### config.mk
export PLATFORM = sky130hd
export DESIGN_NAME = pc_unit
export DESIGN_NICKNAME = d
export VERILOG_FILES = /design/src/rtl/pc_unit.sv
export SDC_FILE = /design/constraint.sdc
export NUM_CORES = 1
export LEC_CHECK = 0
export BUFFER_PORTS_ARGS = -buffer_cell sky130_fd_sc_hd__buf_2
export CAP_MARGIN = 5
export CORE_MARGIN = 3
export CORE_UTILIZATION = 40
export DETAILED_ROUTE_END_ITERATION = 7
export PLACE_DENSITY_LB_ADDON = 0.15
export SLEW_MARGIN = 5
export SYNTH_ARGS = -nofsm -noshare
export SYNTH_HDL_FRONTEND = slang
export SYNTH_SLANG_ARGS = --single-unit
export TNS_END_PERCENT = 20
### constraint.sdc
create_clock -name clk -period 4.35 [get_ports clk]
set_clock_uncertainty 0.05 [all_clocks]
set_input_delay 0.87 -clock clk [delete_from_list [all_inputs] [get_ports clk]]
set_output_delay 0.87 -clock clk [all_outputs]
set_load 0.01 [all_outputs]
### src/rtl/pc_unit.sv
// Program-counter unit: next-PC selection (trap/stall/jr/jump/branch/sequential)
// with a circular return-address stack that overwrites its oldest entry when full.
module pc_unit #(
    parameter int                ADDR_W    = 32,
    parameter logic [ADDR_W-1:0] RESET_VEC = '0,
    parameter logic [ADDR_W-1:0] TRAP_VEC  = ADDR_W'(32'h0000_0180),
    parameter int                RAS_DEPTH = 4
) (
    input  logic              clk,
    input  logic              rst_n,
    input  logic              stall,
    input  logic              trap,
    input  logic              pcsrc,
    input  logic              jump,
    input  logic              link,
    input  logic              jr,
    input  logic              ret,
    input  logic [ADDR_W-1:0] signimm,
    input  logic [25:0]       instr_index,
    input  logic [ADDR_W-1:0] jr_target,
    output logic [ADDR_W-1:0] pc,
    output logic [ADDR_W-1:0] pc_plus4,
    output logic              ras_empty,
    output logic              ras_full,
    output logic              misalign_err
);

    localparam int PTR_W = $clog2(RAS_DEPTH);
    localparam int CNT_W = $clog2(RAS_DEPTH + 1);
    localparam logic [ADDR_W-1:0] LOW_MASK  = ADDR_W'(28'hFFF_FFFF);
    localparam logic [PTR_W-1:0]  PTR_LAST  = PTR_W'(RAS_DEPTH - 1);
    localparam logic [CNT_W-1:0]  CNT_DEPTH = CNT_W'(RAS_DEPTH);

    logic [ADDR_W-1:0] ras_mem [RAS_DEPTH];
    logic [PTR_W-1:0]  top;
    logic [CNT_W-1:0]  count;

    logic [PTR_W-1:0]  top_inc;
    logic [PTR_W-1:0]  top_dec;
    logic [ADDR_W-1:0] ras_top;
    logic [ADDR_W-1:0] jr_sel;
    logic [ADDR_W-1:0] branch_tgt;
    logic [ADDR_W-1:0] jump_tgt;
    logic [ADDR_W-1:0] pc_next;
    logic              use_ras;
    logic              jr_mis;
    logic              mis_next;
    logic              do_push;
    logic              do_pop;

    assign ras_empty = (count == '0);
    assign ras_full  = (count == CNT_DEPTH);

    always_comb begin
        pc_plus4   = pc + ADDR_W'(4);
        top_inc    = (top == PTR_LAST) ? '0 : top + PTR_W'(1);
        top_dec    = (top == '0) ? PTR_LAST : top - PTR_W'(1);
        ras_top    = ras_mem[top];
        use_ras    = ret && !ras_empty;
        jr_sel     = use_ras ? ras_top : jr_target;
        jr_mis     = (jr_sel[1:0] != 2'b00);
        branch_tgt = pc_plus4 + (signimm << 2);
        // Region bits come from pc+4, low 28 bits from the index field.
        jump_tgt   = (pc_plus4 & ~LOW_MASK) | ADDR_W'({instr_index, 2'b00});

        pc_next  = pc_plus4;
        mis_next = 1'b0;
        do_push  = 1'b0;
        do_pop   = 1'b0;

        if (trap) begin
            pc_next = TRAP_VEC;
        end else if (stall) begin
            pc_next = pc;
        end else if (jr) begin
            // A misaligned register jump traps and leaves the RAS untouched.
            if (jr_mis) begin
                pc_next  = TRAP_VEC;
                mis_next = 1'b1;
            end else begin
                pc_next = jr_sel;
                do_pop  = use_ras;
                do_push = link;
            end
        end else if (jump) begin
            pc_next = jump_tgt;
            do_push = link;
        end else if (pcsrc) begin
            pc_next = branch_tgt;
        end
    end

    always_ff @(posedge clk or negedge rst_n) begin
        if (!rst_n) begin
            pc           <= RESET_VEC;
            misalign_err <= 1'b0;
            top          <= '0;
            count        <= '0;
        end else begin
            pc           <= pc_next;
            misalign_err <= mis_next;
            if (do_push && !do_pop) begin
                top   <= top_inc;
                count <= ras_full ? count : count + CNT_W'(1);
            end else if (do_pop && !do_push) begin
                top   <= top_dec;
                count <= count - CNT_W'(1);
            end
        end
    end

    // Storage needs no reset; only count decides which entries are valid.
    always_ff @(posedge clk) begin
        if (do_push && do_pop) begin
            ras_mem[top] <= pc_plus4;
        end else if (do_push) begin
            ras_mem[top_inc] <= pc_plus4;
        end
    end

endmodule

==> flow_summary.yaml, run 1 <==
placed_design:
  place_area_mm2: 0.0107
  globalplace.congestion: 0.848
  dp_hpwl_um: 19900
  numPortBuffers: 163
  place_ws_ns: 0.226
timing:
  fin_setup_tns_ns: 0
  grt_setup_unrepaired: "no"
  hold_violations: 0
  fmax_ghz: 0.249
  relSlewSlack: 0.278
  fin_ws_ns: 0.340
  fin_crit_sh: 0.922
  fin_crit_ns: 4.01
  finalSetupViolations: 0
  finalMaxSlewViolations: 0
  worstMarginPinSlew_ns: 1.08
yosys:
  seq_area_frac_synth: 0.516
  avgSynthCellArea_um2: 11.6
  ys_top_cells_by_count: "edfxtp_1, nand2_1, nor2_1"
  synthArstFlopShare: 0.229
  synth_edf_count: 128
  netlist_instances: 804
  synth.distinct_cells: 67
  netlist.area_leader.share: 0.414
  netlist_area_mm2: 0.00929
  syn_nets: 944
  yosysWarnings: 0
  synth_area_leaders: "edfxtp_1, dfrtp_1, mux4_2"
  yosysMostFrequentCell: "edfxtp_1"
  synth_seq_cells: 166
  synth_flop_cell: "edfxtp_1"
  yosysTopAreaCell: "edfxtp_1"
setup_path:
  startpoint_type: "flip-flop"
  slowest_stage: "dfrtp_1"
  critPathArrivalTime_ns: 4.27
  critPathKind: "reg -> reg"
  cpMostUsedCell: "ha_1"
  endpoint_kind: "flip-flop"
  cp_max_fo: 8
  path_cells: "ha_1 -> nand3_1 -> nor2_1 -> xor2_1 -> ha_1 -> a211oi_1 -> nand2_1 -> a41oi_1 -> a21oi_2 -> a41o_2 -> a211o_1 -> o311a_1 -> nor4b_1 -> nor3_1"
  slowest_delay_ns: 0.54
  reg2reg_depth: 14
  required_ns: 4.61
clock_network:
  clk_latency_ns: 0.44
  numCtsBuffers: 17
  clk_pin_slew_worst_paths_ns: 0.07
  cts-root-buf: "clkbuf_16"
  ctsLongestPathBuffers: 2
  hold_buffers: 0
  cts_max_level: 4
  clkSinkCount: 166
  cts_tree: "built"
die:
  die-area_mm2: 0.0251
  rows: 55
  die_x_um: 158
  core_mm2: 0.0227
  num_io_pins: 166
  die_y_um: 158
  start_util: 0.409
power:
  p_int_uw: 3460
  seq_power_share: 0.374
  p_comb_frac: 0.315
  ir_drop_mv: 0.293
  power.share.switching: 0.329
  power_density_mw_per_mm2: 454
  p_leak_uw: 0.00480
  power_switching_uw: 1700
  pwr-share-clk: 0.311
layout:
  antenna_cells: 0
  fin_area_mm2: 0.0114
  drive_above_1_share: 0.296
  fin_nets: 1137
  syn_to_final_growth_pct: 22.3
drt:
  ant_nets: 0
  wl_per_cell_um: 21.7
  via_per_inst: 5.69
  first_iter_violations: 630
  drc: 0
  dr.pass1.iters: 5
  via_count: 7367
  routed_wirelength_um: 28100
grt:
  antenna_found_initial: 0
  grt_pass1_vias: 7381
  overflow: 0
  grt_max_degree: 39
  grt_first_pass_wirelength_um: 42500
  track_usage: 0.227
job:
  drv_cap: 0
status:
  status: "finished clean"
worst_hold_path:
  hold_class: "in -> async"
[worst max-delay path: cells and delay by family, from the launching register on]
family,cells,cell delay (ns)
AO/OA/AOI/OAI,6,1.45
XOR/XNOR,1,0.20
adder cells (fa/ha/maj),2,0.71
flip-flops,1,0.54
AND/OR/NAND/NOR,5,0.93
[flip-flops by register name (all words and copies together) (netlist names)]
register and flops:
count 3, ras_mem 128, top 2, pc 32, misalign_err 1
[timing repair]
item | in CTS | in global routing
gates resized for setup | 0 | 3
buffers inserted | 0 | 0
endpoints found under the setup margin | 0 | 2
[kinds of logic after synthesis]
family	count (synthesis)	synth area share
compound gates	191	0.141
xor+xnor	55	0.0527
buf+inv	54	0.0237
simple gates	261	0.130
mux	36	0.0795
fa+ha+maj	41	0.0568
flops	166	0.516
[final timing paths]
check / from / end / slack, ns
max: pc[2] / pc[31] / 0.34
min: rst_n / count[1] / 0.35
max reg2reg: pc[2] / pc[31] / 0.34
max in group asynchronous: rst_n / pc[4] / 3.15
min in group clk: count[2] / count[2] / 0.46
min reg2reg: count[2] / count[2] / 0.46
[power groups by stage]
stage | combinational (uW) | clock (uW) | sequential, uW
after floorplan | 1110 | 0 | 1940
after global placement | 1610 | 0 | 1960
after detailed placement | 1630 | 0 | 1960
after CTS | 1630 | 1630 | 1930
after global routing | 1790 | 1700 | 1940
final | 1630 | 1610 | 1930
[cells in the final DEF, fill, tap and decap left out, types with 8 or more instances in the layout]
cell type,instances
nand3_1,24
a21o_1,16
o211ai_1,8
nand2_1,118
nor3_1,8
a211oi_1,8
buf_2,163
buf_4,43
ha_1,39
a21oi_1,46
edfxtp_1,128
xor2_1,24
xnor2_1,29
inv_1,18
and3_1,9
dfrtp_1,36
o21ai_0,29
clkbuf_16,17
mux4_2,30
a31oi_1,13
nor2_1,51
nand2b_1,11
a311oi_1,10
[per-stage QoR]
| stage | std cells | total power, uW | hold slack, ns | util |
|---|---|---|---|---|
| after global routing | 1295 | 5430 | 0.369 | 0.500 |
| after CTS | 1295 | 5200 | 0.349 | 0.500 |
| final | 1295 | 5160 | 0.348 | 0.500 |
| after global placement | 1263 | 3570 | 0.436 | 0.473 |
| after detailed placement | 1263 | 3590 | 0.452 | 0.473 |
| after floorplan | 804 | 3050 | 0.411 | - |
[routing by layer]
layer  share of wire  global-route usage
met5               0                   0
met4           0.015              0.0549
met3           0.063              0.0516
met2            0.48               0.369
met1            0.45               0.311
[final cells by class]
cell class,instances,area [um^2]
clock buffers,18,429
clock inverters,14,186
repair buffers,209,1200
well taps,285,357
fillers,2101,11300
multi-input cells,584,4330
flip-flops and latches,166,4800
inverters,19,71.3
No activity file was read; power rests on OpenSTA's default activity.
==> inputs of run 2 (changes only) <==
- PLACE_DENSITY_LB_ADDON: 0.15 -> 0.08
==> run 2 against run 1 <==
Global-route usage is 0.65 points higher. Clock-buffer cell count stayed put. Die area stayed put. Non-clock buffer count is 7 higher. Total power is 1.3% lower. Fmax is 1.9% higher. Combinational power is 3% lower. Sequential power is 2% higher. Hold slack better by 0.092 ns. Worst setup slack better by 0.074 ns. Critical path type unchanged. Largest power group unchanged.
==> flow_summary.yaml, run 2 (synthesis results as in run 1) <==
status:
  status: "finished clean"
grt:
  antenna_found_initial: 1
  grt_pass1_vias: 7131
  grt_max_degree: 39
  track_usage: 0.233
  overflow: 0
  grt_first_pass_wirelength_um: 43100
placed_design:
  place_area_mm2: 0.0108
  numPortBuffers: 163
  place_ws_ns: 0.359
  dp_cells: 1270
  dp_hpwl_um: 20400
  globalplace.congestion: 0.843
clock_network:
  cts_tree: "built"
  clk_latency_ns: 0.44
  ctsLongestPathBuffers: 2
  hold_buffers: 0
  clkSinkCount: 166
  clk_pin_slew_worst_paths_ns: 0.07
  cts_max_level: 4
  cts-root-buf: "clkbuf_16"
  numCtsBuffers: 17
die:
  start_util: 0.409
  num_io_pins: 166
  die_y_um: 158
  core_mm2: 0.0227
  die-area_mm2: 0.0251
  die_x_um: 158
  rows: 55
drt:
  via_count: 7360
  ant_nets: 0
  first_iter_violations: 450
  dr.pass1.iters: 5
  routed_wirelength_um: 28900
  via_per_inst: 5.64
  wl_per_cell_um: 22.2
  drc: 0
layout:
  regArea_mm2: 0.00480
  post-route-util: 0.502
  finalNonFillerCells: 1304
  layout_common_cells: "buf_2, edfxtp_1, nand2_1"
  nFillCells: 2144
  reg_top3: "ras_mem x128, pc x32, count x3"
  regMostFlops: "ras_mem"
  largest_reg_flops: 128
  syn_to_final_growth_pct: 22.7
  fin_area_mm2: 0.0114
  multi_input_area_mm2: 0.00432
  fin_nets: 1144
  drive_above_1_share: 0.300
  final_common_cell: "buf_2"
job:
  drv_cap: 0
power:
  seq_power_share: 0.387
  p_int_uw: 3400
  ir_drop_mv: 0.259
  p_comb_frac: 0.311
  power_switching_uw: 1690
  power.share.switching: 0.332
  power_density_mw_per_mm2: 447
  pwr-share-clk: 0.302
  p_leak_uw: 0.00483
timing:
  hold_violations: 0
  fin_crit_sh: 0.905
  finalMaxSlewViolations: 0
  fmax_ghz: 0.254
  fin_crit_ns: 3.94
  relSlewSlack: 0.547
  worstMarginPinSlew_ns: 0.674
  grt_setup_unrepaired: "no"
  fin_ws_ns: 0.414
  whs_ns: 0.439
  finalSetupViolations: 0
setup_path:
  critPathKind: "reg -> reg"
  r2r_end: "pc[31]"
  setup.worst_path.start: "pc[3]"
  reg2reg_slack_ns: 0.41
  worstReg2RegStart: "pc[3]"
  required_ns: 4.61
  critPathArrivalTime_ns: 4.20
  reg2reg_depth: 14
  cp_max_fo: 7
  endpoint: "pc[31]"
  startpoint_type: "flip-flop"
  endpoint_kind: "flip-flop"
worst_hold_path:
  hold_class: "reg -> reg"
  min-delay-start: "count[2]"
-- run 2: changes by cell type in the layout (fill, tap and decap cells not counted), sizes merged --
cell / delta
clkinv: +2
clkinvlp: -1
diode: +2
bufinv: -1
buf: +7
-- run 2: timing repair --
action                     in CTS  in global routing
gates resized for setup         0                  2
setup endpoints to repair       0                  2
setup buffers                   0                  0
hold endpoints to repair        0                  0
-- run 2: power by group through the flow --
stage | combinational [uW] | sequential, uW | clock, uW
floorplan | 1110 | 1940 | 0
global placement | 1590 | 2010 | 0
detailed placement | 1590 | 2010 | 0
CTS | 1600 | 1970 | 1570
global route | 1740 | 1990 | 1640
finish | 1580 | 1970 | 1540
-- run 2: worst max-delay path, cell delays in order (launching register included) --
cell,delay (ns)
dfrtp_1,0.54
ha_1,0.39
nand3_1,0.29
nor2_1,0.19
xor2_1,0.20
ha_1,0.31
a211oi_1,0.28
nand2_1,0.08
a41oi_1,0.22
a21oi_2,0.14
a41o_2,0.35
a211o_1,0.30
o311a_1,0.14
nor4b_1,0.24
nor3_1,0.08
-- run 2: metrics by stage --
stage | power (uW) | setup TNS (ns)
finish | 5100 | 0
global placement | 3600 | 0
floorplan | 3050 | -1.34
detailed placement | 3600 | 0
global route | 5370 | 0
CTS | 5140 | 0
-- run 2: area by class of cell --
| class | count | share of cell area |
|---|---|---|
| Sequential cell | 166 | 0.421 |
| Multi-Input combinational cell | 584 | 0.379 |
| Timing Repair Buffer | 216 | 0.111 |
| Clock buffer | 18 | 0.0376 |
| Tap cell | 285 | 0.0313 |
| Clock inverter | 14 | 0.0140 |
| Inverter | 19 | 0.00626 |
| Antenna cell | 2 | 0.000439 |
-- run 2: worst min path at each step --
stage	cells past startpoint	endpoint	slack (ns)
CTS	1	count[2]	0.45
global route	1	count[2]	0.48
finish	1	count[2]	0.44
floorplan	1	count[2]	0.41
detailed placement	1	count[2]	0.44
global placement	1	count[2]	0.43
-- run 2: metal layers --
metal	part of all wire	GRT usage
met5	0	0
met4	0.017	0.0553
met3	0.055	0.0408
met2	0.48	0.378
met1	0.45	0.331
==> inputs of run 3 (changes only) <==
- RECOVER_POWER: not set -> 50
==> run 3 against run 2 <==
The flow now finishes with violations (max-capacitance violations, max-slew violations). Routed wire length fell by 0.28%. Cell count about the same. Clock power hardly changed. Global-route usage is the same. Utilization down 0.75 points. Worst setup slack got worse by 0.16 ns. Fmax decreased by 3.9%. Critical path type is now reg -> out. Highest routed layer unchanged.
==> flow_summary.yaml, run 3 (synthesis results as in run 1) <==
clock_network:
  clk_pin_slew_worst_paths_ns: 0.07
  cts_max_level: 4
  hold_buffers: 0
  ctsLongestPathBuffers: 2
  clkSinkCount: 166
  cts-root-buf: "clkbuf_16"
  clk_latency_ns: 0.44
  cts_tree: "built"
  numCtsBuffers: 17
setup_path:
  path_buf_inv: 2
  slowest_delay_ns: 0.54
  required_ns: 3.43
  critPathArrivalTime_ns: 3.17
  cpMostUsedCell: "nand4_1"
  endpoint_kind: "output pin"
  setup.worst_path.start: "pc[2]"
  worstReg2RegStart: "pc[2]"
  cp_max_fo: 8
  reg2reg_slack_ns: 0.37
  slowest_stage: "dfrtp_1"
  worst-path-stages: 7
  startpoint_type: "flip-flop"
  path_cells: "and3_1 -> nand4_1 -> nor3_1 -> buf_4 -> nand4_1 -> xnor2_2 -> buf_2"
  r2r_end: "pc[30]"
  endpoint: "pc_plus4[31]"
  reg2reg_depth: 13
  crit_family: "simple AND/OR/NAND/NOR gates"
  critPathKind: "reg -> out"
status:
  status: "finished, violations left"
  violations: "max-capacitance violations, max-slew violations"
die:
  rows: 55
  die_x_um: 158
  start_util: 0.409
  die_y_um: 158
  die-area_mm2: 0.0251
  num_io_pins: 166
  core_mm2: 0.0227
timing:
  grt_setup_unrepaired: "no"
  worstMarginPinSlew_ns: 2.63
  finalSetupViolations: 0
  finalMaxSlewViolations: 39
  fmax_ghz: 0.244
  whs_ns: 0.441
  fin_setup_tns_ns: 0
  fin_crit_ns: 4.09
  hold_violations: 0
  fin_crit_sh: 0.941
  relSlewSlack: -0.755
placed_design:
  numPortBuffers: 163
  place_area_mm2: 0.0108
  globalplace.congestion: 0.843
  dp_hpwl_um: 20400
layout:
  layout_common_cells: "edfxtp_1, buf_2, nand2_1"
  regMostFlops: "ras_mem"
  fin_nets: 1144
  drive_above_1_share: 0.232
  fin_area_mm2: 0.0112
  reg_top3: "ras_mem x128, pc x32, count x3"
  largest_reg_flops: 128
  syn_to_final_growth_pct: 20.9
  final_common_cell: "edfxtp_1"
drt:
  first_iter_violations: 449
  wl_per_cell_um: 22.1
  via_per_inst: 5.61
  routed_wirelength_um: 28900
  via_count: 7304
  dr.pass1.iters: 5
  drc: 0
  ant_nets: 0
grt:
  track_usage: 0.233
  grt_first_pass_wirelength_um: 43100
  grt_max_degree: 39
  grt_pass1_vias: 7131
  antenna_found_initial: 1
  overflow: 0
power:
  p_leak_uw: 0.00456
  power_uw: 5060
  power_density_mw_per_mm2: 450
  ir_drop_mv: 0.258
worst_hold_path:
  hold_path_depth: 1
  hold_class: "reg -> reg"
job:
  drv_cap: 1
run 3: through the flow:
stage | worst slack (ns) | std cells | util
finish | 0.256 | 1303 | 0.495
global route | 0.0789 | 1303 | 0.495
CTS | 0.309 | 1302 | 0.502
detailed placement | 0.359 | 1270 | 0.476
global placement | 0.373 | 1270 | 0.476
floorplan | -0.0316 | 804 | -
run 3: per-layer routing:
metal,share of wire,global-route usage
met1,0.45,0.331
met4,0.015,0.0553
met2,0.47,0.378
met3,0.056,0.0408
met5,0,0
run 3: how the worst min path moves through the flow:
stage                     slack [ns]  startpoint        to
after floorplan                 0.41    count[2]  count[2]
after global placement          0.43    count[2]  count[2]
after detailed placement        0.44    count[2]  count[2]
after CTS                       0.45    count[2]  count[2]
after global routing            0.48    count[2]  count[2]
final                           0.44    count[2]  count[2]
run 3: what timing repair did:
action | 4_1_cts | 5_1_grt
buffers inserted | 0 | 0
setup endpoints to repair | 0 | 2
gates resized for setup | 0 | 2
run 3: power breakdown:
part           total [uW]  switching [uW]  internal [uW]
clock                1540             676            864
sequential           1970             143           1830
combinational        1550             870            676
run 3: layout make-up:
| type | count | area, um^2 |
|---|---|---|
| Sequential cell | 166 | 4800 |
| Clock buffer | 18 | 429 |
| Inverter | 19 | 71.3 |
| Fill cell | 2194 | 11500 |
| Tap cell | 285 | 357 |
| Multi-Input combinational cell | 584 | 4310 |
| Clock inverter | 14 | 160 |
| Timing Repair Buffer | 216 | 1100 |
| Antenna cell | 1 | 2.50 |
